`src/rtl/miniled_bank_sched_pkg.sv`:
```
// ============================================================================
// miniled_bank_sched_pkg
// Shared types and constants for the mini-LED bank scheduler.
// Rev 1.0 - initial release
// ============================================================================
`default_nettype none

package miniled_bank_sched_pkg;

  typedef enum logic [0:0] {
    ST_FILL = 1'b0,
    ST_FULL = 1'b1
  } wr_state_e;

  localparam int         SCAN_LINES = 4;
  localparam logic [3:0] SCAN_RST   = 4'b0001;
  localparam int         LATCH_W    = 7;

endpackage

`default_nettype wire

```
`src/rtl/miniled_scan_cnt.sv`:
```
// ============================================================================
// miniled_scan_cnt
// Scan-line / latch-group position counter with end-of-frame pulse.
// Rev 1.0 - initial release
// ============================================================================
`default_nettype none

module miniled_scan_cnt
  import miniled_bank_sched_pkg::*;
#(
  parameter int LATCH_N = 64,
  parameter int SCAN_N  = SCAN_LINES
) (
  input  logic               clk,
  input  logic               rst,
  input  logic               frame_start,
  input  logic               latch,
  output logic [SCAN_N-1:0]  scan,
  output logic [LATCH_W-1:0] latch_cnt,
  output logic               frame_end
);

  localparam logic [LATCH_W-1:0] LAST_LATCH = LATCH_W'(LATCH_N - 1);
  localparam logic [SCAN_N-1:0]  SCAN_INIT  = SCAN_N'(SCAN_RST);

  logic w_line_done;

  assign w_line_done = (latch_cnt == LAST_LATCH);

  // A frame start resynchronises position and wins over a coincident latch.
  always_ff @(posedge clk or posedge rst) begin
    if (rst) begin
      scan      <= SCAN_INIT;
      latch_cnt <= '0;
      frame_end <= 1'b0;
    end else if (frame_start) begin
      scan      <= SCAN_INIT;
      latch_cnt <= '0;
      frame_end <= 1'b0;
    end else if (latch) begin
      if (w_line_done) begin
        latch_cnt <= '0;
        scan      <= {scan[SCAN_N-2:0], scan[SCAN_N-1]};
        frame_end <= scan[SCAN_N-1];
      end else begin
        latch_cnt <= latch_cnt + LATCH_W'(1);
        frame_end <= 1'b0;
      end
    end else begin
      frame_end <= 1'b0;
    end
  end

endmodule

`default_nettype wire

```
`src/rtl/miniled_bank_sched.sv`:
```
// ============================================================================
// miniled_bank_sched
// Double-buffered SRAM bank scheduler with writer FSM and scan sequencing.
// Rev 1.0 - initial release
// ============================================================================
`default_nettype none

module miniled_bank_sched
  import miniled_bank_sched_pkg::*;
#(
  parameter int LATCH_N = 64,
  parameter int SCAN_N  = SCAN_LINES
) (
  input  logic               I_clk,
  input  logic               I_rst,
  input  logic               I_wr_done,
  input  logic               I_rd_frame_start,
  input  logic               I_rd_latch,
  output logic               O_wr_bank,
  output logic               O_rd_bank,
  output logic               O_wr_en,
  output logic               O_swap,
  output logic               O_repeat,
  output logic               O_ovf,
  output logic [SCAN_N-1:0]  O_scan,
  output logic [LATCH_W-1:0] O_latch_cnt,
  output logic               O_frame_end
);

  wr_state_e r_state;
  wr_state_e w_state_nxt;
  logic      w_wr_bank_nxt;
  logic      w_wr_en_nxt;
  logic      w_swap_nxt;
  logic      w_repeat_nxt;
  logic      w_ovf_nxt;

  always_ff @(posedge I_clk or posedge I_rst) begin
    if (I_rst) begin
      r_state   <= ST_FILL;
      O_wr_bank <= 1'b0;
      O_rd_bank <= 1'b1;
      O_wr_en   <= 1'b1;
      O_swap    <= 1'b0;
      O_repeat  <= 1'b0;
      O_ovf     <= 1'b0;
    end else begin
      r_state   <= w_state_nxt;
      O_wr_bank <= w_wr_bank_nxt;
      O_rd_bank <= ~w_wr_bank_nxt;
      O_wr_en   <= w_wr_en_nxt;
      O_swap    <= w_swap_nxt;
      O_repeat  <= w_repeat_nxt;
      O_ovf     <= w_ovf_nxt;
    end
  end

  always_comb begin
    w_state_nxt = r_state;
    case (r_state)
      ST_FILL: if (I_wr_done)        w_state_nxt = ST_FULL;
      ST_FULL: if (I_rd_frame_start) w_state_nxt = ST_FILL;
      default:                       w_state_nxt = ST_FILL;
    endcase
  end

  // A done arriving together with a frame start while filling defers the swap
  // to the following frame start; the current frame repeats the old bank.
  always_comb begin
    w_swap_nxt    = (r_state == ST_FULL) && I_rd_frame_start;
    w_repeat_nxt  = (r_state == ST_FILL) && I_rd_frame_start;
    w_wr_bank_nxt = O_wr_bank ^ w_swap_nxt;
    w_wr_en_nxt   = (w_state_nxt == ST_FILL);
    w_ovf_nxt     = O_ovf | ((r_state == ST_FULL) && I_wr_done);
  end

  miniled_scan_cnt #(
    .LATCH_N (LATCH_N),
    .SCAN_N  (SCAN_N)
  ) u_scan_cnt (
    .clk         (I_clk),
    .rst         (I_rst),
    .frame_start (I_rd_frame_start),
    .latch       (I_rd_latch),
    .scan        (O_scan),
    .latch_cnt   (O_latch_cnt),
    .frame_end   (O_frame_end)
  );

endmodule

`default_nettype wire

```
`config.mk`:
```
export PLATFORM = sky130hd
export DESIGN_NAME = miniled_bank_sched
export DESIGN_NICKNAME = d
export VERILOG_FILES = /design/src/rtl/miniled_bank_sched_pkg.sv /design/src/rtl/miniled_scan_cnt.sv /design/src/rtl/miniled_bank_sched.sv
export SDC_FILE = /design/constraint.sdc
export NUM_CORES = 1
export LEC_CHECK = 0
export CAP_MARGIN = 20
export CORE_MARGIN = 5
export CORE_UTILIZATION = 45
export DETAILED_ROUTE_END_ITERATION = 12
export PLACE_DENSITY = 0.84
export SLEW_MARGIN = 30
export SYNTH_ARGS = -nofsm -noshare
export SYNTH_HDL_FRONTEND = slang
export SYNTH_SLANG_ARGS = --single-unit
```
`constraint.sdc`:
```
create_clock -name I_clk -period 2.4 [get_ports I_clk]
set_clock_uncertainty 0.05 [all_clocks]
set_input_delay 0.36 -clock I_clk [delete_from_list [all_inputs] [get_ports I_clk]]
set_output_delay 0.36 -clock I_clk [all_outputs]
set_load 0.01 [all_outputs]
```
==> results by group <==
Status
  • Status: finished clean

Critical path
  • Crit-path cells: clkdlybuf4s50_1
  • Kind of critical path: flip-flop to output port
  • CP peak stage delay: around 590 ps
  • Critical Path RT: approximately 2000 ps
  • Worst Setup End Kind: output port
  • Crit path max-delay cell type: clkdlybuf4s50_1
  • CP Max Fanout: 6
  • Delay-heaviest family, CP: buffers and inverters
  • Data arrival, critical path: 1390 ps
  • WP buf/inv: 1
  • Startpoint Class: flip-flop

Clock tree
  • Number of gates resized after CTS: 0
  • CTS Root Cell: clkbuf_4
  • Worst-path clk slew: roughly 110 ps
  • Clock latency at the later pin of the worst-skew pair: just under 300 ps
  • Num CTS Buffers: 3
  • Hold_buf cts: 0
  • TritonCTS sink count: 19
  • Postcts setup bufs: 0
  • Htree depth: 1
  • CTS tree: done
  • CTS max path bufs: 2

Power and ir drop
  • Leakage power: 0.000480 uW
  • Pwr dens: just under 600 nW/um^2
  • VDD IR max: between 400 and 500 uV

Synth
  • Synthesis-stage register bit count: 19
  • Top post-synthesis cells by area: dfrtp_1, dfstp_2, mux2i_1
  • Post-Synthesis Cells: 68
  • Syn Area/Cell: between 10 and 15 um^2
  • Area share of the largest cell type after synthesis: roughly half
  • Sequential-to-total area share from yosys stat: between 50% and 60%
  • Cell Area, Synth: between 800 and 900 um^2
  • Synth Net Count: 74
  • Netlist cell types: 26
  • Synth Warn #: 0
  • Area leader, netlist: dfrtp_1

STA
  • Slew margin rel.: 55.1%
  • Slew Limit Fails: 0
  • Worst-Margin Slew: 673 ps
  • RSZ-0062 raised after global routing: false
  • Final Critical Period: ~1800 ps
  • Final WS setup: 604 ps
  • Peak Freq: around 560 MHz
  • Hold Fails Final Rpt: 0
  • Final worst-path cycle share: 74.9%
  • Setup TNS: 0 ps
  • Final setup fails: 0

Route
  • DRT iter0 DRCs: 10
  • Post-route ant nets: 0
  • # DRC: 0
  • Vias: slightly below 600
  • WL/cell: about 13 um
  • DR vias/cell: between 4 and 5
  • DRT Pass-1 Iters: 2
  • Detailed Route WL: approximately 1.5 mm

Die
  • Die Height: around 52 um
  • Die footprint: roughly 2700 um^2
  • Die Wd: 52.4 um
  • Initial Utilization: 47.3%
  • Core area: roughly 1700 um^2
  • IO Pins: 23
  • FP Rows: 15

Global route
  • First-pass GRT wire length: roughly 2.5 mm
  • Global-route usage over all layers: approximately an eighth
  • Initial antenna violation count: 0
  • Vias in the first global route: 583
  • Largest net degree at the start of global routing: 20
  • GRT overflow: 0

Layout
  • Fillers: 135
  • Final core utilization: between 60% and 70%
  • P&R area growth vs syn: 34.9%
  • Fraction of layout cells with a size suffix above 1: 10.6%
  • Area of the multi-input gates: 304 um^2
  • FF+latch area: around 480 um^2
  • # diodes: 0
  • Final #Nets: roughly 100

Run
  • Max-cap violation count: 0

Placement
  • PortBufs: 22
  • Post-DP HPWL: between 1 and 1.5 mm
  • Placer's final routability congestion estimate: 0.788
  • Pre-CTS setup slack: a little under 600 ps

Hold path
  • HP Class: primary input to async pin
## routing by layer
metal  wire length (um)  track usage, %  part of all wire (%)
met1                698            16.5                    46
met2                686            18.8                    46
met3                 57            2.56                   3.8
met4                 62            12.3                   4.1
met5                  0               0                     0
## layout by cell type (no fill, tap or decap), types with 2 or more instances in the layout
cell and instances:
clkdlybuf4s50_1 22, dfrtp_1 16, nand2_1 7, nor2_1 5, inv_1 5, mux2i_1 5
dfstp_2 3, nand2b_1 3, o211ai_1 3, xor2_1 3, clkbuf_4 3, a21oi_1 2
## metrics by stage
step / hold slack [ps] / power (uW) / instances / cell area [um^2]
finish: 411 / 647 / 119 / 1090
detailed placement: 398 / 499 / 115 / 1060
global route: 438 / 684 / 119 / 1090
CTS: 424 / 655 / 119 / 1090
global placement: 390 / 491 / 115 / 1060
floorplan: 259 / 425 / 68 / 807
## registers in the layout, indices dropped and copies added (netlist names)
signal	cells
u_scan_cnt.frame_end	1
O_repeat	1
r_state	1
O_swap	1
u_scan_cnt.scan	4
O_wr_en	1
O_ovf	1
O_wr_bank	1
O_rd_bank	1
u_scan_cnt.latch_cnt	7
## where the power goes
part	total, uW	switching [uW]	internal, uW	leakage [uW]
combinational	117	52.4	64.6	0.000221
sequential	373	18.2	354	0.000241
clock	158	95.9	62.0	0.0000177
total	647	166	481	0.000480
## cell usage after synthesis
library cell and number:
o21ai_0 1, o2111ai_1 1, xnor2_1 1, nand3_1 1
nor2b_1 1, or3_1 1, o211a_1 1, a21oi_1 2
dfstp_2 3, ha_1 1, dfrtp_1 16, xor2_1 3
nand4_1 1, a31oi_1 1, mux2i_1 5, buf_2 1
and3_1 1, nor3_4 1, nand2b_1 3, inv_1 5
nor2_1 5, o211ai_1 3, a21o_1 1, nand2_1 7
nor3_1 1, nand4_4 1
## logic make-up (layout without fill, tap and decap cells)
family | after synthesis | in the layout | share of synthesized area (%)
compound gates | 10 | 10 | 8.68
xor+xnor | 4 | 4 | 4.34
fa+ha+maj | 1 | 1 | 1.55
buf+inv | 6 | 32 | 2.95
flops | 19 | 19 | 59.4
mux | 5 | 5 | 6.20
simple gates | 23 | 23 | 16.9
## final timing paths
kind	from	endpoint	depth (start not counted)	slack (ps)
setup / recovery	u_scan_cnt.latch_cnt[2]	O_latch_cnt[2]	1	600
hold / removal	I_rst	O_swap	2	410
setup reg to reg	u_scan_cnt.latch_cnt[0]	u_scan_cnt.scan[2]	4	930
hold reg to reg	O_ovf	O_ovf	1	420
max in group asynchronous	I_rst	u_scan_cnt.scan[1]	2	1460
min in group I_clk	O_ovf	O_ovf	1	420
## final cells by class
| class | instances | share of cell area, % |
|---|---|---|
| Sequential cell | 19 | 44.0 |
| Clock buffer | 3 | 2.07 |
| Timing Repair Buffer | 23 | 20.9 |
| Tap cell | 25 | 2.87 |
| Inverter | 5 | 1.72 |
| Multi-Input combinational cell | 43 | 27.9 |
| Clock inverter | 1 | 0.460 |
No activity file was read; power rests on OpenSTA's default activity.
